<file path="src/rtl/kiwi_axi_pkg.sv">
// Shared AXI4-Lite constants and helpers for the Kiwi config responder.
package kiwi_axi_pkg;

    localparam int AXI_DATA_W = 32;
    localparam int AXI_STRB_W = 4;

    localparam logic [1:0] RESP_OKAY   = 2'b00;
    localparam logic [1:0] RESP_SLVERR = 2'b10;

    // Replace only the byte lanes enabled in strb; other lanes keep old_word.
    function automatic logic [AXI_DATA_W-1:0] byte_merge(
        input logic [AXI_DATA_W-1:0] old_word,
        input logic [AXI_DATA_W-1:0] new_word,
        input logic [AXI_STRB_W-1:0] strb
    );
        logic [AXI_DATA_W-1:0] merged;
        merged = old_word;
        for (int b = 0; b < AXI_STRB_W; b++) begin
            if (strb[b]) begin
                merged[8*b +: 8] = new_word[8*b +: 8];
            end
        end
        return merged;
    endfunction

endpackage

</file>
<file path="src/rtl/kiwi_axi_wr_join.sv">
// Joins the independent AW and W channels into a single commit pulse.
// Each channel has a one-entry holding register; commit fires on the first
// cycle both are full, and both are emptied on that edge.
module kiwi_axi_wr_join
    import kiwi_axi_pkg::*;
#(
    parameter int IDX_W = 10
) (
    input  logic                  aclk,
    input  logic                  areset,
    input  logic [IDX_W-1:0]      aw_idx,
    input  logic                  awvalid,
    output logic                  awready,
    input  logic [AXI_DATA_W-1:0] wdata,
    input  logic [AXI_STRB_W-1:0] wstrb,
    input  logic                  wvalid,
    output logic                  wready,
    input  logic                  bvalid,
    output logic                  commit,
    output logic [IDX_W-1:0]      commit_idx,
    output logic [AXI_DATA_W-1:0] commit_data,
    output logic [AXI_STRB_W-1:0] commit_strb
);

    logic                  aw_held_reg;
    logic                  w_held_reg;
    logic [IDX_W-1:0]      aw_idx_reg;
    logic [AXI_DATA_W-1:0] wdata_reg;
    logic [AXI_STRB_W-1:0] wstrb_reg;

    // Readies depend only on state (never on bready) and are low during reset.
    assign awready = !areset && !aw_held_reg && !bvalid;
    assign wready  = !areset && !w_held_reg  && !bvalid;

    assign commit      = aw_held_reg && w_held_reg;
    assign commit_idx  = aw_idx_reg;
    assign commit_data = wdata_reg;
    assign commit_strb = wstrb_reg;

    // Capture each channel on its handshake; release both once committed.
    always_ff @(posedge aclk or posedge areset) begin
        if (areset) begin
            aw_held_reg <= 1'b0;
            w_held_reg  <= 1'b0;
            aw_idx_reg  <= '0;
            wdata_reg   <= '0;
            wstrb_reg   <= '0;
        end else if (commit) begin
            aw_held_reg <= 1'b0;
            w_held_reg  <= 1'b0;
        end else begin
            if (awvalid && awready) begin
                aw_held_reg <= 1'b1;
                aw_idx_reg  <= aw_idx;
            end
            if (wvalid && wready) begin
                w_held_reg <= 1'b1;
                wdata_reg  <= wdata;
                wstrb_reg  <= wstrb;
            end
        end
    end

endmodule

</file>
<file path="src/rtl/kiwi_axi_cfg_responder.sv">
// AXI4-Lite responder for the Kiwi receiver: R/W config bank at the bottom
// of the map, read-only status bank at STS_OFFSET, SLVERR elsewhere.
module kiwi_axi_cfg_responder
    import kiwi_axi_pkg::*;
#(
    parameter int ADDR_WIDTH = 12,
    parameter int CFG_WORDS  = 16,
    parameter int STS_WORDS  = 8,
    parameter int STS_OFFSET = 32'h800
) (
    input  logic                            aclk,
    input  logic                            areset,
    input  logic [ADDR_WIDTH-1:0]           s_axi_awaddr,
    input  logic                            s_axi_awvalid,
    output logic                            s_axi_awready,
    input  logic [AXI_DATA_W-1:0]           s_axi_wdata,
    input  logic [AXI_STRB_W-1:0]           s_axi_wstrb,
    input  logic                            s_axi_wvalid,
    output logic                            s_axi_wready,
    output logic [1:0]                      s_axi_bresp,
    output logic                            s_axi_bvalid,
    input  logic                            s_axi_bready,
    input  logic [ADDR_WIDTH-1:0]           s_axi_araddr,
    input  logic                            s_axi_arvalid,
    output logic                            s_axi_arready,
    output logic [AXI_DATA_W-1:0]           s_axi_rdata,
    output logic [1:0]                      s_axi_rresp,
    output logic                            s_axi_rvalid,
    input  logic                            s_axi_rready,
    output logic [AXI_DATA_W*CFG_WORDS-1:0] cfg_data,
    output logic [CFG_WORDS-1:0]            cfg_wr_stb,
    input  logic [AXI_DATA_W*STS_WORDS-1:0] sts_data
);

    localparam int          IDX_W    = ADDR_WIDTH - 2;
    localparam logic [31:0] CFG_LIM  = 32'(CFG_WORDS);
    localparam logic [31:0] STS_BASE = 32'(STS_OFFSET / 4);
    localparam logic [31:0] STS_LIM  = 32'(STS_OFFSET / 4 + STS_WORDS);

    logic                  commit;
    logic [IDX_W-1:0]      commit_idx;
    logic [AXI_DATA_W-1:0] commit_data;
    logic [AXI_STRB_W-1:0] commit_strb;
    logic [31:0]           wr_idx32;
    logic                  wr_cfg_hit;
    logic [CFG_WORDS-1:0]  wr_sel;
    logic [CFG_WORDS-1:0]  cfg_wr_stb_reg;
    logic                  bvalid_reg;
    logic [1:0]            bresp_reg;
    logic [31:0]           rd_idx32;
    logic [AXI_DATA_W-1:0] rd_word;
    logic [1:0]            rd_resp;
    logic                  rvalid_reg;
    logic [AXI_DATA_W-1:0] rdata_reg;
    logic [1:0]            rresp_reg;

    // Byte-lane address bits are don't-care for whole-word accesses.
    logic unused_addr_bits;
    assign unused_addr_bits = ^{s_axi_awaddr[1:0], s_axi_araddr[1:0]};

    kiwi_axi_wr_join #(
        .IDX_W (IDX_W)
    ) u_wr_join (
        .aclk        (aclk),
        .areset      (areset),
        .aw_idx      (s_axi_awaddr[ADDR_WIDTH-1:2]),
        .awvalid     (s_axi_awvalid),
        .awready     (s_axi_awready),
        .wdata       (s_axi_wdata),
        .wstrb       (s_axi_wstrb),
        .wvalid      (s_axi_wvalid),
        .wready      (s_axi_wready),
        .bvalid      (bvalid_reg),
        .commit      (commit),
        .commit_idx  (commit_idx),
        .commit_data (commit_data),
        .commit_strb (commit_strb)
    );

    assign wr_idx32   = 32'(commit_idx);
    assign wr_cfg_hit = (wr_idx32 < CFG_LIM);

    // One register per config word, updated lane-by-lane on its commit.
    for (genvar gi = 0; gi < CFG_WORDS; gi++) begin : g_cfg
        logic [AXI_DATA_W-1:0] word_reg;

        assign wr_sel[gi] = commit && wr_cfg_hit && (wr_idx32 == gi);
        assign cfg_data[AXI_DATA_W*gi +: AXI_DATA_W] = word_reg;

        // Byte-merge the committed data into this word.
        always_ff @(posedge aclk or posedge areset) begin
            if (areset) begin
                word_reg <= '0;
            end else if (wr_sel[gi]) begin
                word_reg <= byte_merge(word_reg, commit_data, commit_strb);
            end
        end
    end

    // Strobe pulses alongside the updated word; an all-zero wstrb is silent.
    always_ff @(posedge aclk or posedge areset) begin
        if (areset) begin
            cfg_wr_stb_reg <= '0;
        end else begin
            cfg_wr_stb_reg <= (commit_strb != '0) ? wr_sel : '0;
        end
    end

    assign cfg_wr_stb = cfg_wr_stb_reg;

    // Write response: raised on commit, held until bready.
    always_ff @(posedge aclk or posedge areset) begin
        if (areset) begin
            bvalid_reg <= 1'b0;
            bresp_reg  <= RESP_OKAY;
        end else if (commit) begin
            bvalid_reg <= 1'b1;
            bresp_reg  <= wr_cfg_hit ? RESP_OKAY : RESP_SLVERR;
        end else if (bvalid_reg && s_axi_bready) begin
            bvalid_reg <= 1'b0;
        end
    end

    assign s_axi_bvalid = bvalid_reg;
    assign s_axi_bresp  = bresp_reg;

    assign rd_idx32 = 32'(s_axi_araddr[ADDR_WIDTH-1:2]);

    // Read decode; config words read the pre-commit register value.
    always_comb begin
        rd_word = '0;
        rd_resp = RESP_SLVERR;
        if (rd_idx32 < CFG_LIM) begin
            rd_resp = RESP_OKAY;
            for (int k = 0; k < CFG_WORDS; k++) begin
                if (rd_idx32 == 32'(k)) begin
                    rd_word = cfg_data[AXI_DATA_W*k +: AXI_DATA_W];
                end
            end
        end else if (rd_idx32 >= STS_BASE && rd_idx32 < STS_LIM) begin
            rd_resp = RESP_OKAY;
            for (int k = 0; k < STS_WORDS; k++) begin
                if (rd_idx32 == STS_BASE + 32'(k)) begin
                    rd_word = sts_data[AXI_DATA_W*k +: AXI_DATA_W];
                end
            end
        end
    end

    assign s_axi_arready = !areset && !rvalid_reg;

    // Read response: sampled at the AR handshake, held until rready.
    always_ff @(posedge aclk or posedge areset) begin
        if (areset) begin
            rvalid_reg <= 1'b0;
            rdata_reg  <= '0;
            rresp_reg  <= RESP_OKAY;
        end else if (s_axi_arvalid && s_axi_arready) begin
            rvalid_reg <= 1'b1;
            rdata_reg  <= rd_word;
            rresp_reg  <= rd_resp;
        end else if (rvalid_reg && s_axi_rready) begin
            rvalid_reg <= 1'b0;
        end
    end

    assign s_axi_rvalid = rvalid_reg;
    assign s_axi_rdata  = rdata_reg;
    assign s_axi_rresp  = rresp_reg;

endmodule

</file>
<file path="config.mk">
export PLATFORM = sky130hd
export DESIGN_NAME = kiwi_axi_cfg_responder
export DESIGN_NICKNAME = d
export VERILOG_FILES = /design/src/rtl/kiwi_axi_pkg.sv /design/src/rtl/kiwi_axi_wr_join.sv /design/src/rtl/kiwi_axi_cfg_responder.sv
export SDC_FILE = /design/constraint.sdc
export NUM_CORES = 1
export LEC_CHECK = 0
export ABC_AREA = 0
export CAP_MARGIN = 20
export CORE_AREA = 10 10 341 343
export CTS_CLUSTER_DIAMETER = 40
export DETAILED_ROUTE_END_ITERATION = 10
export DIE_AREA = 0 0 351 353
export SETUP_SLACK_MARGIN = 0.3
export SYNTH_ARGS = -nofsm -noshare
export SYNTH_HDL_FRONTEND = slang
export SYNTH_SLANG_ARGS = --single-unit
</file>
<file path="constraint.sdc">
create_clock -name aclk -period 24.6 [get_ports aclk]
set_input_delay 4.92 -clock aclk [delete_from_list [all_inputs] [get_ports aclk]]
set_output_delay 4.92 -clock aclk [all_outputs]
set_load 0.03 [all_outputs]
</file>
==> metrics list, run 1 <==
- Tightest Hold Check Type: reg -> reg
- Final hold violation count: 0
- In the final routed layout, each cell accounts on average for 41.10 µm.
- The floorplan step defined a core boundary enclosing 0.1098 mm².
- Leakage power of the design: 19.45 nW
- The number of antenna violations at the first check in global routing came to 58.
- Layout cell share with drive strength beyond 1: 0.2765
* Unrepaired setup endpoints after global routing: no
* Residual DRC count: 0
- Hold Crit Start: u_wr_join.commit_idx[7]$_DFFE_PP0P_
- Of the total power, the share spent switching nets is 0.3348.
- Sequential fraction of the synthesis area: 0.5010
* Cells taking the most area after synthesis: sky130_fd_sc_hd__dfrtp_1 (50%), sky130_fd_sc_hd__mux2_2 (22%), sky130_fd_sc_hd__a21oi_1 (2.1%)
- The most common cell in the synthesized netlist is sky130_fd_sc_hd__dfrtp_1.
* Reg2reg path depth: 6
* Clock-pin slew reported for the worst setup and hold paths after clock tree synthesis: 0.05 ns
- Min Clock Period, post-route: 11.65 ns
- Counting instances, the worst hold path has a depth of 1.
- # rows: 122
* Clock buffer count from CTS: 113
- Vias per cell: 5.884
- Post-detailed-placement half-perimeter wirelength: 157300 µm
- Across the run, the number of max-cap violations was 0.
- A synthesized cell averages 11.58 µm².
* Power spent charging and discharging nets: 1.151 mW
- Layout overhead on the synthesized area: 48.13%
* Flop and latch count out of synthesis: 612
- STA classifies the critical path endpoint as a primary output.
* Maximum ir drop on the vdd rail: 0.00008707 V
- Cell area after technology mapping: 0.03057 mm²
- The share of total power dissipated in sequential elements is 0.392.
- During synthesis, Yosys emitted a total of 0 warnings.
- Critical Setup Path Class: in -> out
* Final Net Count: 3841
- The share of synthesized area in the top cell type comes to 0.5010.
* Number of flip-flops under the largest register name: 512
- Data arrives at the worst endpoint at 6.73 ns.
- Reg2Reg Launch Point: u_wr_join.commit_idx[7]$_DFFE_PP0P_
- Achievable clock frequency: 85.82 MHz
* Number of enable-type register cells in the synthesized netlist: 0
- Number of top-level pins: 892
- For the worst-skew pair, the clock arrives at the later sink with an insertion delay of 0.73 ns.
- Pint: 2.287 mW
* Number of pins exceeding their max-slew limit in the final report: 0
- No sink is reached through more buffers than the 3 on the longest clock path.
* Clock tree from TritonCTS: yes
* Total overflow reported by the global router: 0
* Die height: 353 µm
* Via count of the routed design: 29781
* Fill cells: 10612
- Total wire length after detailed routing: 208000 µm
- Sorting the synthesized cells by how often they occur yields sky130_fd_sc_hd__dfrtp_1 (612), sky130_fd_sc_hd__mux2_2 (590), sky130_fd_sc_hd__clkbuf_1 (148).
- Entering global routing, the biggest net connects 132 pins.
- Die X-Extent: 351 µm
- Critical Path RT: 19.68 ns
* Buffers on Ports: 885
* First DRT Iteration DRCs: 3788
- Setup violations remaining at the end of the flow were counted as 0.
- Clock share of power: 0.482
- The clock tree synthesis step divided the H-tree into 3 levels.
* End point of the worst hold path: u_wr_join.commit_idx[7]$_DFFE_PP0P_
- Power consumption: 3.438 mW
- Total iterations of the first detailed-routing run: 5
* Worst-case register-to-register setup slack: 20.80 ns
- The congestion estimate from routability-driven global placement came to 0.9545.
- Post-route setup TNS: 0 ns
- Clock tree synthesis selected as its root buffer the cell sky130_fd_sc_hd__clkbuf_16.
* Outcome: finished, final reports clean
- For this run, the leading register cell type out of synthesis is sky130_fd_sc_hd__dfrtp_1.
* Number of global-route vias before repair: 29413
* # hold bufs at CTS: 0
* Combinational Power Share: 0.126
- For this configuration, the core starts out at a cell density of 0.2785.
- Count of cell types in the netlist: 76
- Of all flip-flops after synthesis, the portion carrying an async set or reset was 1.000.
* Count of cells resized by post-cts repair: 0
- Across every metal layer, demand over resource in global routing totals 0.3218.
- Count of buffers added by post-CTS timing repair for setup: 0
- The first global-routing pass estimated 273600 µm of wire.
- In this run the remaining antenna-violating nets after routing total 0.
* Crit Path Max Fanout: 6
* Sort of element at the start of the critical path: input port
- Summed over all instances, the cell type with the most area after synthesis is sky130_fd_sc_hd__dfrtp_1.
- Number of sinks handled by clock tree synthesis: 612
- The die covers 0.1239 mm².
- Dividing total power by cell area gives a power density of 75.93 mW/mm².
- In the finished design, the share of the clock period the worst path needs comes to 0.4737.
- The worst register-to-register path ends at g_cfg[13].word_reg[31]$_DFFE_PP0P_.
* Slew of the pin with the lowest slew margin: 1.173 ns
* Synthesized instance count: 2640
* Max-slew headroom: 0.2119
- Clock tree skew after final layout: 0.05412 ns
==> critical path, cell delays in order <==
cell	delay, ns
sky130_fd_sc_hd__clkdlybuf4s50_1	0.39
sky130_fd_sc_hd__buf_4	0.24
sky130_fd_sc_hd__nor3_1	0.42
sky130_fd_sc_hd__clkdlybuf4s50_1	0.76
==> through the flow <==
step	util	hold slack (ns)	worst slack (ns)	cells	area, µm²
6_report	0.4126	0.5125	12.95	5061	45280
5_1_grt	0.4125	0.5321	12.91	5057	45270
4_1_cts	0.4121	0.5122	12.93	5039	45220
3_5_place_dp	0.3753	0.4971	12.95	4829	41190
3_3_place_gp	0.3753	0.4807	12.95	4829	41190
2_1_floorplan	-	0.4812	2.545	2641	30570
==> power by group through the flow <==
| stage | registers (mW) | logic, mW | clock network (mW) |
|---|---|---|---|
| finish | 1.35 | 0.432 | 1.66 |
| global route | 1.35 | 0.450 | 1.71 |
| CTS | 1.33 | 0.433 | 1.67 |
| detailed placement | 1.35 | 0.431 | 0 |
| global placement | 1.35 | 0.429 | 0 |
| floorplan | 1.20 | 0.242 | 0 |
==> cell type report <==
| type | count | area, µm² | area share |
|---|---|---|---|
| antenna | 22 | 55.05 | 0.001216 |
| timing repair buffer | 975 | 9523 | 0.2103 |
| multi-input combinational | 1808 | 14530 | 0.3210 |
| inverter | 8 | 37.54 | 0.0008290 |
| clock inverter | 85 | 1059 | 0.02338 |
| sequential | 612 | 15310 | 0.3382 |
| tap | 1426 | 1784 | 0.03940 |
| clock buffer | 125 | 2973 | 0.06566 |
==> logic make-up (layout without fill, tap and decap cells) <==
kind of cell / count (synthesis) / count (layout) / synth area share
compound gates: 670 / 670 / 0.1479
buf+inv: 221 / 1193 / 0.02906
flops: 612 / 612 / 0.5010
mux: 663 / 663 / 0.2429
other cells: 1 / 24 / 0.0001227
simple gates: 473 / 473 / 0.07900
==> placed cells by master (no fill, tap or decap), types with 28 or more instances in the layout <==
master and n:
sky130_fd_sc_hd__a22oi_1 74, sky130_fd_sc_hd__buf_4 91, sky130_fd_sc_hd__clkbuf_16 113, sky130_fd_sc_hd__nand2_2 55, sky130_fd_sc_hd__a21oi_1 127, sky130_fd_sc_hd__o22ai_1 87
sky130_fd_sc_hd__nor2_1 110, sky130_fd_sc_hd__nand3_1 54, sky130_fd_sc_hd__clkdlybuf4s50_1 881, sky130_fd_sc_hd__o221ai_1 29, sky130_fd_sc_hd__dfrtp_1 612, sky130_fd_sc_hd__o21ai_0 122
sky130_fd_sc_hd__mux2_2 590, sky130_fd_sc_hd__o211ai_1 28, sky130_fd_sc_hd__mux2i_1 61, sky130_fd_sc_hd__nand2_1 112
==> how the worst max path moves through the flow <==
stage	start	end	slack [ns]
2_1_floorplan	areset	cfg_wr_stb[0]$_DFF_PP0_	2.54
3_3_place_gp	areset	s_axi_awready	12.95
3_5_place_dp	areset	s_axi_awready	12.95
4_1_cts	areset	s_axi_awready	12.93
5_1_grt	areset	s_axi_awready	12.91
6_report	areset	s_axi_awready	12.95
==> per-layer routing <==
metal	routed length, µm	vias to the layer above	share of wire	track usage
li1	-	11851	-	-
met1	77760	15359	0.37	0.3871
met2	93400	2104	0.45	0.4990
met3	26770	433	0.13	0.1342
met4	9864	34	0.047	0.1382
met5	219	-	0.0011	0.01138
Note: power is estimated with default switching activity, not from simulation.
==> run 2: changes to the inputs <==
==> constraint.sdc (replaced) <==
create_clock -name aclk -period 11.5 [get_ports aclk]
set_input_delay 2.3 -clock aclk [delete_from_list [all_inputs] [get_ports aclk]]
set_output_delay 2.3 -clock aclk [all_outputs]
set_load 0.03 [all_outputs]
==> run 2 against run 1 <==
  * Worst hold slack worse by 0.012 ns
  * Non-clock buffer count shrank 6
  * Sequential power up 110%
  * Register-to-register slack got worse by 13 ns
  * Critical path depth is 4 higher
  * Sequential share of layout area barely moved
  * Highest routed layer unchanged
==> metrics list, run 2 (synthesis results as in run 1) <==
- Root Driver: sky130_fd_sc_hd__clkbuf_16
- Pin placement for this block handled 892 I/O pins.
* Number of sinks handled by clock tree synthesis: 612
- The library cells used most frequently in the layout, excluding fill and tap cells, are sky130_fd_sc_hd__clkdlybuf4s50_1 (881), sky130_fd_sc_hd__dfrtp_1 (612), sky130_fd_sc_hd__mux2_2 (590).
- Clock tree skew after final layout: 0.04435 ns
* Critical Path RT: 12.05 ns
* Total overflow reported by the global router: 0
- After detailed routing, the average wire length per cell comes to 40.92 µm.
- At the pin with the least slew margin, the transition time is 1.331 ns.
- Most frequent standard cell in the layout excluding fill and tap cells: sky130_fd_sc_hd__clkdlybuf4s50_1
* Max-slew headroom: 0.09004
- At the end of routability-driven placement, the weighted congestion stood at 0.9525.
* Combinational Power Share: 0.128
- For this design, the CTS-stage hold fixing added 0 buffers.
* Die Footprint: 0.1239 mm²
* # rows: 122
- Initial core utilization: 0.2785
* Post-route setup TNS: 0 ns
* Number of endpoints failing setup at the final stage: 0
* Final hold violation count: 0
- The worst setup path is captured at a flop.
* Share of the cycle needed by the critical path after routing: 0.5461
* Count of cells resized by post-cts repair: 0
- Number of global-route vias before repair: 29473
- Placeable core region: 0.1098 mm²
- Clock-pin slew was measured on the worst setup and hold paths at 0.05 ns.
* Critical Setup Path Class: in -> reg
- Die X-Extent: 351 µm
* Tightest Hold Check Type: reg -> reg
* Sort of element at the start of the critical path: input port
- Before antenna repair, the detailed router went through 5 iterations.
- Maximum level of the CTS H-tree: 3
- Layout cell share with drive strength beyond 1: 0.2732
- Clock latency on the worst-skew pair, taken at its later pin, is 0.74 ns.
- The run finished with clean final reports.
* Die height: 353 µm
* Clock tree from TritonCTS: yes
- Clock buffer count from CTS: 114
- Total wire length after detailed routing: 207500 µm
- Switching part of the total power: 0.3345
* Number of antenna violations at the first check in global routing: 64
* Fill cells: 10591
* Maximum ir drop on the vdd rail: 0.0001728 V
- Setup repair after global routing left no endpoint under its margin.
- Critical path arrival: 6.83 ns
- The clock period could shrink to 6.280 ns.
- Post-detailed-placement half-perimeter wirelength: 157400 µm
- Residual DRC count: 0
- Timing would allow up to 159.2 MHz.
- Using the TritonRoute via totals, the vias-per-cell ratio works out to 5.860.
* Crit Path Max Fanout: 45
- Largest buffer count on any clock path: 3
- Power spent charging and discharging nets: 2.432 mW
* First DRT Iteration DRCs: 3612
- Final Net Count: 3836
* Via count of the routed design: 29714
* Number of pins exceeding their max-slew limit in the final report: 0
* Power Density: 160.7 mW/mm²
- Combined global-route utilization of all metal layers: 0.3207
- Number of routed nets with antenna violations: 0
* Buffers on Ports: 885
- MaxCap Viol Count: 0
* Count of buffers added by post-CTS timing repair for setup: 0
* Worst-case register-to-register setup slack: 7.79 ns
* Power consumption: 7.269 mW
- Pint: 4.837 mW
- Pin count of the biggest net entering global routing: 175
* Layout overhead on the synthesized area: 47.97%
- Of the total power, the clock network draws 0.475.
- Leakage power of the design: 19.39 nW
- The share of total power dissipated in sequential elements is 0.397.
* Number of flip-flops under the largest register name: 512
* First-pass GRT wire length: 272800 µm
run 2: metal layers:
| layer | GRT usage | share of wire | up-vias |
|---|---|---|---|
| met5 | 0 | 0.0011 | - |
| met4 | 0.1615 | 0.054 | 36 |
| met3 | 0.1333 | 0.13 | 469 |
| met2 | 0.4941 | 0.45 | 2090 |
| met1 | 0.3805 | 0.37 | 15283 |
| li1 | - | - | 11836 |
run 2: cell type report:
type	instances	area, µm²	share of cell area
Timing Repair Buffer	969	9515	0.2104
Multi-Input combinational cell	1808	14540	0.3214
Inverter	8	33.78	0.0007469
Sequential cell	612	15310	0.3386
Clock inverter	78	878.3	0.01942
Tap cell	1426	1784	0.03945
Clock buffer	138	3084	0.06819
Antenna cell	32	80.08	0.001770
run 2: path summary, 6_finish.rpt:
| check | startpoint | end | depth (start not counted) |
|---|---|---|---|
| setup / recovery | s_axi_araddr[3] | s_axi_rdata[4]$_DFFE_PP0P_ | 8 |
| hold / removal | s_axi_rdata[11]$_DFFE_PP0P_ | s_axi_rdata[11]$_DFFE_PP0P_ | 2 |
| setup reg to reg | u_wr_join.commit_idx[7]$_DFFE_PP0P_ | g_cfg[12].word_reg[27]$_DFFE_PP0P_ | 6 |
| hold reg to reg | s_axi_rdata[11]$_DFFE_PP0P_ | s_axi_rdata[11]$_DFFE_PP0P_ | 2 |
| max in group asynchronous | areset | u_wr_join.commit_data[2]$_DFFE_PP0P_ | 5 |
| min in group asynchronous | areset | g_cfg[14].word_reg[10]$_DFFE_PP0P_ | 4 |
run 2: power groups by stage:
stage	Sequential (mW)	Clock [mW]	Combinational, mW
CTS	2.86	3.48	0.929
finish	2.89	3.45	0.928
global route	2.90	3.57	0.972
floorplan	2.56	0	0.518
detailed placement	2.89	0	0.925
global placement	2.89	0	0.918
run 2: critical path, stage by stage:
cell and delay [ns]:
sky130_fd_sc_hd__buf_6 0.47, sky130_fd_sc_hd__buf_4 0.62, sky130_fd_sc_hd__nand2_1 0.63, sky130_fd_sc_hd__nor2_4 0.75, sky130_fd_sc_hd__buf_4 0.54, sky130_fd_sc_hd__nor4_1 0.13
sky130_fd_sc_hd__a2111oi_0 1.06, sky130_fd_sc_hd__o211ai_1 0.21
run 2: metrics by stage:
step           utilization  hold slack, ns  cells  cell area, µm²  worst slack (ns)
6_report            0.4121          0.5002   5071           45230             5.220
4_1_cts             0.4113          0.4981   5038           45140             5.295
3_3_place_gp        0.3752          0.4865   4822           41180             4.848
3_5_place_dp        0.3752          0.4847   4822           41180             4.886
5_1_grt             0.4120          0.5337   5066           45220             5.232
2_1_floorplan            -          0.4812   2641           30570            0.8489
